===== config.mk =====
export PLATFORM = sky130hd
export DESIGN_NAME = ex_stage_p
export DESIGN_NICKNAME = d
export VERILOG_FILES = /design/src/rtl/ex_stage_p.sv
export SDC_FILE = /design/constraint.sdc
export NUM_CORES = 1
export LEC_CHECK = 0
export ABC_AREA = 1
export CORE_ASPECT_RATIO = 1.2
export CORE_UTILIZATION = 50
export DETAILED_ROUTE_END_ITERATION = 6
export PLACE_DENSITY = 0.95
export SYNTH_ARGS = -nofsm -noshare
export SYNTH_HDL_FRONTEND = slang
export SYNTH_SLANG_ARGS = --single-unit

===== constraint.sdc =====
create_clock -name clk -period 6.3 [get_ports clk]
set_clock_uncertainty 0.15 [all_clocks]
set_input_delay 0.63 -clock clk [delete_from_list [all_inputs] [get_ports clk]]
set_output_delay 0.63 -clock clk [all_outputs]
set_load 0.01 [all_outputs]

===== src/rtl/ex_stage_p.sv =====
// Parametrised execute stage: single-cycle ALU/shifter with registered results and flags.
// Define EX_MUL_EN to compile in the multi-cycle shift-add multiplier (FS=0011) and its MULT state.
module ex_stage_p #(
    parameter int W   = 8,
    parameter int SHW = 3
) (
    input  logic           clk,
    input  logic           rst,
    input  logic           in_valid,
    input  logic [W-1:0]   PC_2,
    input  logic [W-1:0]   BuA,
    input  logic [W-1:0]   BuB,
    input  logic [W-1:0]   MRD,
    input  logic [3:0]     FS,
    input  logic [SHW-1:0] SH,
    input  logic [2:0]     DA,
    input  logic [1:0]     MD,
    input  logic [1:0]     BS,
    input  logic           RW,
    input  logic           PS,
    input  logic           MW,
    output logic [W-1:0]   BrA,
    output logic [W-1:0]   RAA,
    output logic [W-1:0]   MEA,
    output logic [W-1:0]   MWD,
    output logic [1:0]     BSO,
    output logic           PSO,
    output logic           MWO,
    output logic           Zw,
    output logic           busy,
    output logic [W-1:0]   FU,
    output logic [W-1:0]   MEM,
    output logic [2:0]     DAO,
    output logic [1:0]     MDO,
    output logic           RWO,
    output logic           out_valid,
    output logic           Z,
    output logic           C,
    output logic           N,
    output logic           V,
    output logic           LT,
    output logic           ILL,
    output logic [1:0]     fsm_state
);

    localparam logic [3:0] OP_PASS0 = 4'b0000;
    localparam logic [3:0] OP_PASS7 = 4'b0111;
    localparam logic [3:0] OP_ADD   = 4'b0010;
    localparam logic [3:0] OP_SUB   = 4'b0101;
    localparam logic [3:0] OP_AND   = 4'b1000;
    localparam logic [3:0] OP_OR    = 4'b1010;
    localparam logic [3:0] OP_XOR   = 4'b1100;
    localparam logic [3:0] OP_NOT   = 4'b1110;
    localparam logic [3:0] OP_SHL   = 4'b0100;
    localparam logic [3:0] OP_SHR   = 4'b1001;

    typedef enum logic [1:0] {
        S_IDLE = 2'd0,
        S_MULT = 2'd1,
        S_DONE = 2'd2
    } state_t;

    // Handshake: a bundle is consumed on a falling edge where in_valid & ~busy;
    // while busy is high upstream must hold its bundle, nothing is consumed.
    logic accept;
    logic start_mul;

    // ---------------- combinational pass-through outputs ----------------
    assign BrA = PC_2 + BuB;
    assign RAA = BuA;
    assign MEA = BuA;
    assign MWD = BuB;
    assign BSO = BS;
    assign PSO = PS;
    assign MWO = MW & in_valid & ~busy;

    // ---------------- single-cycle ALU ----------------
    logic [W:0]   add_ext;
    logic [W:0]   sub_ext;
    logic         sh_over;
    logic [W-1:0] s_f;
    logic         s_c;
    logic         s_v;
    logic         s_ill;
    logic         s_n;
    logic         s_z;

    assign add_ext = {1'b0, BuA} + {1'b0, BuB};
    // Bit W of the extended difference is the borrow (A < B unsigned).
    assign sub_ext = {1'b0, BuA} - {1'b0, BuB};
    assign sh_over = (32'(SH) >= 32'(W));

    always_comb begin
        s_f   = '0;
        s_c   = 1'b0;
        s_v   = 1'b0;
        s_ill = 1'b0;
        case (FS)
            OP_PASS0, OP_PASS7: s_f = BuA;
            OP_ADD: begin
                s_f = add_ext[W-1:0];
                s_c = add_ext[W];
                s_v = (BuA[W-1] == BuB[W-1]) && (add_ext[W-1] != BuA[W-1]);
            end
            OP_SUB: begin
                s_f = sub_ext[W-1:0];
                s_c = sub_ext[W];
                s_v = (BuA[W-1] != BuB[W-1]) && (sub_ext[W-1] != BuA[W-1]);
            end
            OP_AND: s_f = BuA & BuB;
            OP_OR:  s_f = BuA | BuB;
            OP_XOR: s_f = BuA ^ BuB;
            OP_NOT: s_f = ~BuA;
            OP_SHL: s_f = sh_over ? '0 : (BuA << SH);
            OP_SHR: s_f = sh_over ? '0 : (BuA >> SH);
`ifdef EX_MUL_EN
            // Legal, but its result comes from the multiplier, not this path.
            4'b0011: s_f = '0;
`endif
            default: s_ill = 1'b1;
        endcase
    end

    assign s_n = s_f[W-1];
    assign s_z = ~|s_f;
    assign Zw  = s_z;

`ifdef EX_MUL_EN
    // ---------------- shift-add multiplier ----------------
    localparam int CW = $clog2(W);

    state_t          state_q;
    state_t          state_d;
    logic [2*W-1:0]  mcand_q;
    logic [2*W-1:0]  acc_q;
    logic [2*W-1:0]  acc_step;
    logic [W-1:0]    mplr_q;
    logic [CW-1:0]   cnt_q;
    logic [2:0]      m_da;
    logic [1:0]      m_md;
    logic            m_rw;
    logic [W-1:0]    m_mrd;
    logic            mul_last;

    assign busy      = (state_q == S_MULT);
    assign accept    = in_valid & ~busy;
    assign start_mul = accept & (FS == 4'b0011);
    assign acc_step  = acc_q + (mplr_q[0] ? mcand_q : '0);
    assign mul_last  = busy & (cnt_q == CW'(W - 1));
    assign fsm_state = state_q;

    always_ff @(negedge clk) begin
        if (rst) state_q <= S_IDLE;
        else     state_q <= state_d;
    end

    always_comb begin
        state_d = state_q;
        case (state_q)
            S_IDLE, S_DONE: state_d = start_mul ? S_MULT : S_IDLE;
            S_MULT:         if (cnt_q == CW'(W - 1)) state_d = S_DONE;
            default:        state_d = S_IDLE;
        endcase
    end

    always_ff @(negedge clk) begin
        if (rst) begin
            mcand_q <= '0;
            mplr_q  <= '0;
            acc_q   <= '0;
            cnt_q   <= '0;
            m_da    <= '0;
            m_md    <= '0;
            m_rw    <= 1'b0;
            m_mrd   <= '0;
        end else if (start_mul) begin
            mcand_q <= {{W{1'b0}}, BuA};
            mplr_q  <= BuB;
            acc_q   <= '0;
            cnt_q   <= '0;
            m_da    <= DA;
            m_md    <= MD;
            m_rw    <= RW;
            m_mrd   <= MRD;
        end else if (busy) begin
            acc_q   <= acc_step;
            mcand_q <= mcand_q << 1;
            mplr_q  <= mplr_q >> 1;
            cnt_q   <= cnt_q + CW'(1);
        end
    end
`else
    assign busy      = 1'b0;
    assign accept    = in_valid;
    assign start_mul = 1'b0;
    assign fsm_state = S_IDLE;
`endif

    // ---------------- registered results ----------------
    always_ff @(negedge clk) begin
        if (rst) begin
            FU        <= '0;
            MEM       <= '0;
            DAO       <= '0;
            MDO       <= '0;
            RWO       <= 1'b0;
            out_valid <= 1'b0;
            Z         <= 1'b0;
            C         <= 1'b0;
            N         <= 1'b0;
            V         <= 1'b0;
            LT        <= 1'b0;
            ILL       <= 1'b0;
        end else if (accept && !start_mul) begin
            FU        <= s_f;
            MEM       <= MRD;
            DAO       <= DA;
            MDO       <= MD;
            RWO       <= RW;
            out_valid <= 1'b1;
            Z         <= s_z;
            C         <= s_c;
            N         <= s_n;
            V         <= s_v;
            LT        <= s_n ^ s_v;
            ILL       <= s_ill;
`ifdef EX_MUL_EN
        end else if (mul_last) begin
            // Final iteration's sum is written directly so busy and the result share an edge.
            FU        <= acc_step[W-1:0];
            MEM       <= m_mrd;
            DAO       <= m_da;
            MDO       <= m_md;
            RWO       <= m_rw;
            out_valid <= 1'b1;
            Z         <= ~|acc_step[W-1:0];
            C         <= |acc_step[2*W-1:W];
            N         <= acc_step[W-1];
            V         <= 1'b0;
            LT        <= acc_step[W-1];
            ILL       <= 1'b0;
`endif
        end else begin
            out_valid <= 1'b0;
            RWO       <= 1'b0;
        end
    end

endmodule


==> metrics.yaml, run 1 <==
clocking:
  cts_setup_buffers: 0
  path_clk_slew_ps: 40
  cts_resized: 0
  cts_buffer_depth: 2
  postCtsHoldBufs: 0
  cts_root_buffer: "clkbuf_8"
  insertion_delay_ps: 350
  htree_levels: 1
  cts_tree: "built"
  numClockSinks: 28
  cts_buffers: 3
global_routing:
  gr-usage-all-layers: 0.326
  antenna_found_initial: 0
  grt_pass1_vias: 4041
  grt_overflow_total: 0
  grt_first_pass_wirelength_um: 18500
  grt_max_degree: 23
yosys:
  avgSynthCellArea_um2: 5.94
  synthArstFlopShare: 0
  yosysTopAreaCellShare: 0.204
  synth.area.top_cells: "nand2_1, dfxtp_1, ha_1"
  synthDistinctLibCells: 30
  yosysWarnings: 0
  synth_edf_count: 0
  seq_area_frac_synth: 0.167
  netlist_instances: 565
  synth_flop_cell: "dfxtp_1"
  synth_largest_area_cell: "nand2_1"
  syn-cell-area_um2: 3360
  synth-seq-cells: 28
cells_and_area:
  fin_util: 0.714
  final_cell_mix: "nand2_1, clkdlybuf4s50_1, inv_1, nand3_1, nor2_1"
  fin_nets: 774
  nFillCells: 555
  final_area_um2: 4600
  final_common_cell: "nand2_1"
  layout-drive-gt1-share: 0.0539
  n_antenna_cell: 0
  area_delta_synth_final_pct: 37.2
worst_setup_path:
  cp_cell_sequence: "clkdlybuf4s50_1, inv_1, ha_1, fa_1, inv_1, nand2_1, nand2_1, nand2_1, nand2_1, nor2_1, nor2_1, nand2_1, nor2_1, nand4_1, nand2_1"
  critical_path_class: "primary input to register"
  path_max_fanout: 5
  required_ps: 3290
  critPathSlowestCell: "clkdlybuf4s50_1"
  end_kind: "register"
  worst_setup_path_start_kind: "primary input"
  arrival_ps: 3050
  critical_path.max_stage_delay_ps: 550
  cpMostUsedCell: "nand2_1"
detailed_routing:
  routed_wirelength_um: 11300
  drtIter0Drc: 310
  drc: 0
  wire_per_inst_um: 14.6
  vias_per_cell: 5.27
  dr_total_vias: 4065
  dr.pass1.iters: 5
  drtAntennaViolNets: 0
timing:
  setup_ws_ps: 236
  timing.setup.tns_ps: 0
  hold_violations: 0
  worstMarginPinSlew_ps: 511
  slew-limit-headroom: 0.658
  maxSlewViolCount: 0
  setup_violations: 0
  rsz0062_at_grt: "no"
place:
  place_area_um2: 4460
  dp_hpwl_um: 9230
  routabilityCongestion: 0.981
  port_buffers: 111
  dp_slack_ps: -6.85
die:
  initial_core_util: 0.521
  die_h_um: 91.7
  rows: 32
  dieWidth_um: 76.8
  core-area_um2: 6450
  io_pins: 121
  dieArea_um2: 7040
pwr:
  p_leak_nw: 2.44
  fin_total_pwr_uw: 669
  peakVddDrop_v: 0.000162
  pwr_density_cell_nw_per_um2: 145
min_path:
  worstHoldPathType: "register to register"
outcome:
  run_status: "complete, no violations"
flow_run:
  max-cap-violations: 0
==> worst max-delay path, delay by kind of cell <==
family / cells / cell delay [ps]
and+or+nand+nor: 10 / 940
adders and majority gates: 2 / 680
buffers and inverters: 3 / 800
==> synth_stat cells (all sizes together), types with 3 or more instances <==
master,n
nand4,5
nand3,61
inv,70
ha,31
a22o,16
dfxtp,28
buf,40
a21oi,17
fa,3
nand2,184
nor2,62
xor2,6
or2,4
o21ai,25
==> kinds of logic (layout without fill, tap and decap cells) <==
| kind of cell | count (synthesis) | count (layout) | synth area share |
|---|---|---|---|
| other | 1 | 3 | 0.00112 |
| flip-flops | 28 | 28 | 0.167 |
| buffers and inverters | 112 | 232 | 0.164 |
| AO/OA/AOI/OAI | 63 | 63 | 0.115 |
| XOR/XNOR | 8 | 8 | 0.0209 |
| adder cells (fa/ha/maj) | 34 | 34 | 0.133 |
| AND/OR/NAND/NOR | 319 | 319 | 0.399 |
==> path summary, 6_finish.rpt <==
check,from,cells after the start,slack [ps],to
worst max-delay path,BuA[0],15,240,Z$_SDFFE_NP0P_
worst min-delay path,FU[0]$_SDFFE_NP0P_,2,300,FU[0]$_SDFFE_NP0P_
worst max register to register,MDO[0]$_SDFFE_NP0P_,1,5480,MDO[0]$_SDFFE_NP0P_
worst min register to register,FU[0]$_SDFFE_NP0P_,2,300,FU[0]$_SDFFE_NP0P_
==> state kept, by name, indices dropped and copies added, names as in the netlist <==
name,count
Z,1
MEM,8
V,1
MDO,2
LT,1
ILL,1
FU,8
C,1
DAO,3
out_valid,1
RWO,1
==> power breakdown <==
part	internal, mW	leakage, nW	switching, mW
Combinational	0.140	2.03	0.160
Sequential	0.189	0.230	0.00562
Clock	0.0686	0.175	0.106
==> per-layer routing <==
metal	vias up	wire [um]	global-route usage
met5	-	0	0
met4	0	536	0.194
met3	40	663	0.0279
met2	193	5740	0.613
met1	1823	4350	0.349
li1	2009	-	-
==> through the flow <==
step                      hold slack, ps  std cells
after floorplan                      326        567
after global placement               292        741
after detailed placement             303        741
after CTS                            313        772
after global routing                 340        772
final                                304        772
==> layout make-up <==
| class | count | area (um2) | area share |
|---|---|---|---|
| Clock inverter | 29 | 111 | 0.0242 |
| Tap cell | 85 | 106 | 0.0231 |
| Clock buffer | 3 | 41.3 | 0.00897 |
| Timing Repair Buffer | 131 | 1270 | 0.277 |
| Inverter | 69 | 259 | 0.0562 |
| Sequential cell | 28 | 561 | 0.122 |
| Multi-Input combinational cell | 427 | 2250 | 0.489 |
(Power assumes the default switching activity.)
==> inputs of run 2 (changes only) <==
ABC_AREA = default   (was 1)
CORE_MARGIN = 3   (was default)
CTS_CLUSTER_SIZE = 10   (was default)
==> metrics.yaml, run 2 <==
outcome:
  run_status: "complete, no violations"
detailed_routing:
  vias_per_cell: 5.80
  wire_per_inst_um: 17.3
  drtAntennaViolNets: 0
  dr_total_vias: 3958
  routed_wirelength_um: 11800
  drtIter0Drc: 294
  dr.pass1.iters: 5
  drc: 0
global_routing:
  grt_first_pass_wirelength_um: 18400
  grt_max_degree: 22
  grt_pass1_vias: 4052
  grt_overflow_total: 0
  gr-usage-all-layers: 0.286
  antenna_found_initial: 0
worst_setup_path:
  r2r_start: "FU[3]$_SDFFE_NP0P_"
  critical_path.max_stage_delay_ps: 480
  critical_path_class: "primary input to register"
  worst_setup_path_start_kind: "primary input"
  regToRegEndpoint: "FU[3]$_SDFFE_NP0P_"
  worstSetupStartpoint: "BuA[0]"
  cp_cell_sequence: "clkdlybuf4s50_1, inv_1, ha_1, fa_2, xor2_1, a32o_1, a2111oi_2, and3_1, nor2b_1, nand4_1, o31ai_2"
  reg2regPathDepth: 2
  arrival_ps: 3240
  required_ps: 3260
  r2r_slack_ps: 5350
  critPathSlowestCell: "clkdlybuf4s50_1"
  end_kind: "register"
  path_max_fanout: 2
  crit_end: "Z$_SDFFE_NP0P_"
cells_and_area:
  reg_top3: "FU: 8 flops, MEM: 8 flops, DAO: 3 flops"
  final_cell_mix: "clkdlybuf4s50_1, buf_4, inv_1, nor2_1, mux2i_1"
  n_antenna_cell: 0
  fin_nets: 684
  nFillCells: 448
  area_delta_synth_final_pct: 46.7
  layout-drive-gt1-share: 0.171
  stdcell_count: 682
  final_common_cell: "clkdlybuf4s50_1"
  final_area_um2: 5080
timing:
  rsz0062_at_grt: "yes"
  slew-limit-headroom: 0.659
  maxSlewViolCount: 0
  hold_violations: 0
  setup_violations: 0
  worstMarginPinSlew_ps: 507
yosys:
  synth_flop_cell: "dfxtp_1"
  netlist_instances: 434
  synth_most_common_cell: "nor2_1"
  synth-seq-cells: 28
  synth_edf_count: 0
  syn-cell-area_um2: 3460
  avgSynthCellArea_um2: 7.98
  seq_area_frac_synth: 0.162
  yosysTopAreaCellShare: 0.162
  yosysWarnings: 0
  synth_largest_area_cell: "dfxtp_1"
  synthTopCellsByCount: "nor2_1, inv_1, buf_4, mux2i_1, ha_1"
  synth.area.top_cells: "dfxtp_1, ha_1, mux2i_1"
  synthArstFlopShare: 0
  synthDistinctLibCells: 70
die:
  dieArea_um2: 7960
  initial_core_util: 0.527
  rows: 32
  die_h_um: 97.2
  dieWidth_um: 82.0
  io_pins: 121
  core-area_um2: 6570
clocking:
  path_clk_slew_ps: 40
  cts_buffer_depth: 2
  postCtsHoldBufs: 0
  cts_root_buffer: "clkbuf_8"
  insertion_delay_ps: 340
  cts_tree: "built"
  htree_levels: 1
  cts_buffers: 3
  numClockSinks: 28
min_path:
  worstHoldPathType: "register to register"
  min_from: "Z$_SDFFE_NP0P_"
pwr:
  pwr_density_cell_nw_per_um2: 144
  power.share.clock: 0.221
  switching_share: 0.379
  peakVddDrop_v: 0.000137
  intPower_uw: 453
  netSwitchingPower_uw: 277
  p_leak_nw: 2.35
  fin_total_pwr_uw: 730
  seqPwrFrac: 0.269
  combPwrFrac: 0.510
place:
  port_buffers: 111
  dp_hpwl_um: 9300
  place_area_um2: 4880
  place_inst: 649
  routabilityCongestion: 1.02
flow_run:
  max-cap-violations: 0
[run 2: area by class of cell]
class                   count  area, um2  area share
clock buffers               3       41.3     0.00813
clock inverters            29        110      0.0217
inverters                  32        120      0.0236
multi-input cells         316       2440       0.481
flip-flops and latches     28        561       0.110
well taps                  85        106      0.0209
repair buffers            189       1700       0.334
[run 2: kinds of logic (layout without fill, tap and decap cells)]
| kind of cell | count (synthesis) | after routing | synth area share |
|---|---|---|---|
| XOR/XNOR | 14 | 14 | 0.0354 |
| flip-flops | 28 | 28 | 0.162 |
| AND/OR/NAND/NOR | 121 | 121 | 0.179 |
| adder cells (fa/ha/maj) | 34 | 34 | 0.129 |
| AO/OA/AOI/OAI | 105 | 105 | 0.217 |
| other | 1 | 3 | 0.00108 |
| multiplexers | 39 | 39 | 0.133 |
| buffers and inverters | 92 | 253 | 0.144 |
[run 2: layer usage]
layer / GRT usage / share of wire / up-vias
met5: 0 / 0 / -
met4: 0.189 / 0.070 / 0
met3: 0.0529 / 0.092 / 70
met2: 0.508 / 0.50 / 269
met1: 0.291 / 0.34 / 1770
li1: - / - / 1849
[run 2: repair_timing]
item / in CTS / in global routing
resized for setup: 0 / 9
setup buffers: 1 / 1
endpoints found under the setup margin: 1 / 5
pin swaps: 1 / 2
gates cloned: 0 / 0
[run 2: power by group through the flow]
stage / Clock, mW / Sequential, mW / Combinational (mW)
after floorplan: 0.0281 / 0.203 / 0.185
after global placement: 0.0281 / 0.197 / 0.343
after detailed placement: 0.0281 / 0.198 / 0.359
after CTS: 0.170 / 0.196 / 0.362
after global routing: 0.187 / 0.197 / 0.400
final: 0.161 / 0.196 / 0.372
[run 2: stage by stage]
stage	TNS [ps]	worst slack, ps	utilization	hold WS (ps)
2_1_floorplan	0	258	-	342
5_1_grt	-169	-169	0.774	352
3_3_place_gp	-686	-208	0.744	303
4_1_cts	0	19.5	0.767	317
3_5_place_dp	-1630	-359	0.744	309
6_report	0	16.6	0.774	323
[run 2: worst min path at each step]
stage | endpoint | slack (ps) | depth (start not counted)
6_report | Z$_SDFFE_NP0P_ | 320 | 2
5_1_grt | FU[0]$_SDFFE_NP0P_ | 350 | 2
4_1_cts | Z$_SDFFE_NP0P_ | 320 | 2
3_5_place_dp | Z$_SDFFE_NP0P_ | 310 | 2
3_3_place_gp | Z$_SDFFE_NP0P_ | 300 | 2
2_1_floorplan | Z$_SDFFE_NP0P_ | 340 | 2
[run 2: critical path, delay by kind of cell]
kind | cells | cell delay [ps]
AO/OA/AOI/OAI | 3 | 680
adder cells (fa/ha/maj) | 2 | 630
AND/OR/NAND/NOR | 3 | 590
buffers and inverters | 2 | 540
XOR/XNOR | 1 | 160
==> inputs of run 3 (changes only) <==
CTS_CLUSTER_DIAMETER = 40   (was default)
==> results of run 3 <==
No change in the layout: final DEF, timing and power equal those of run 2.
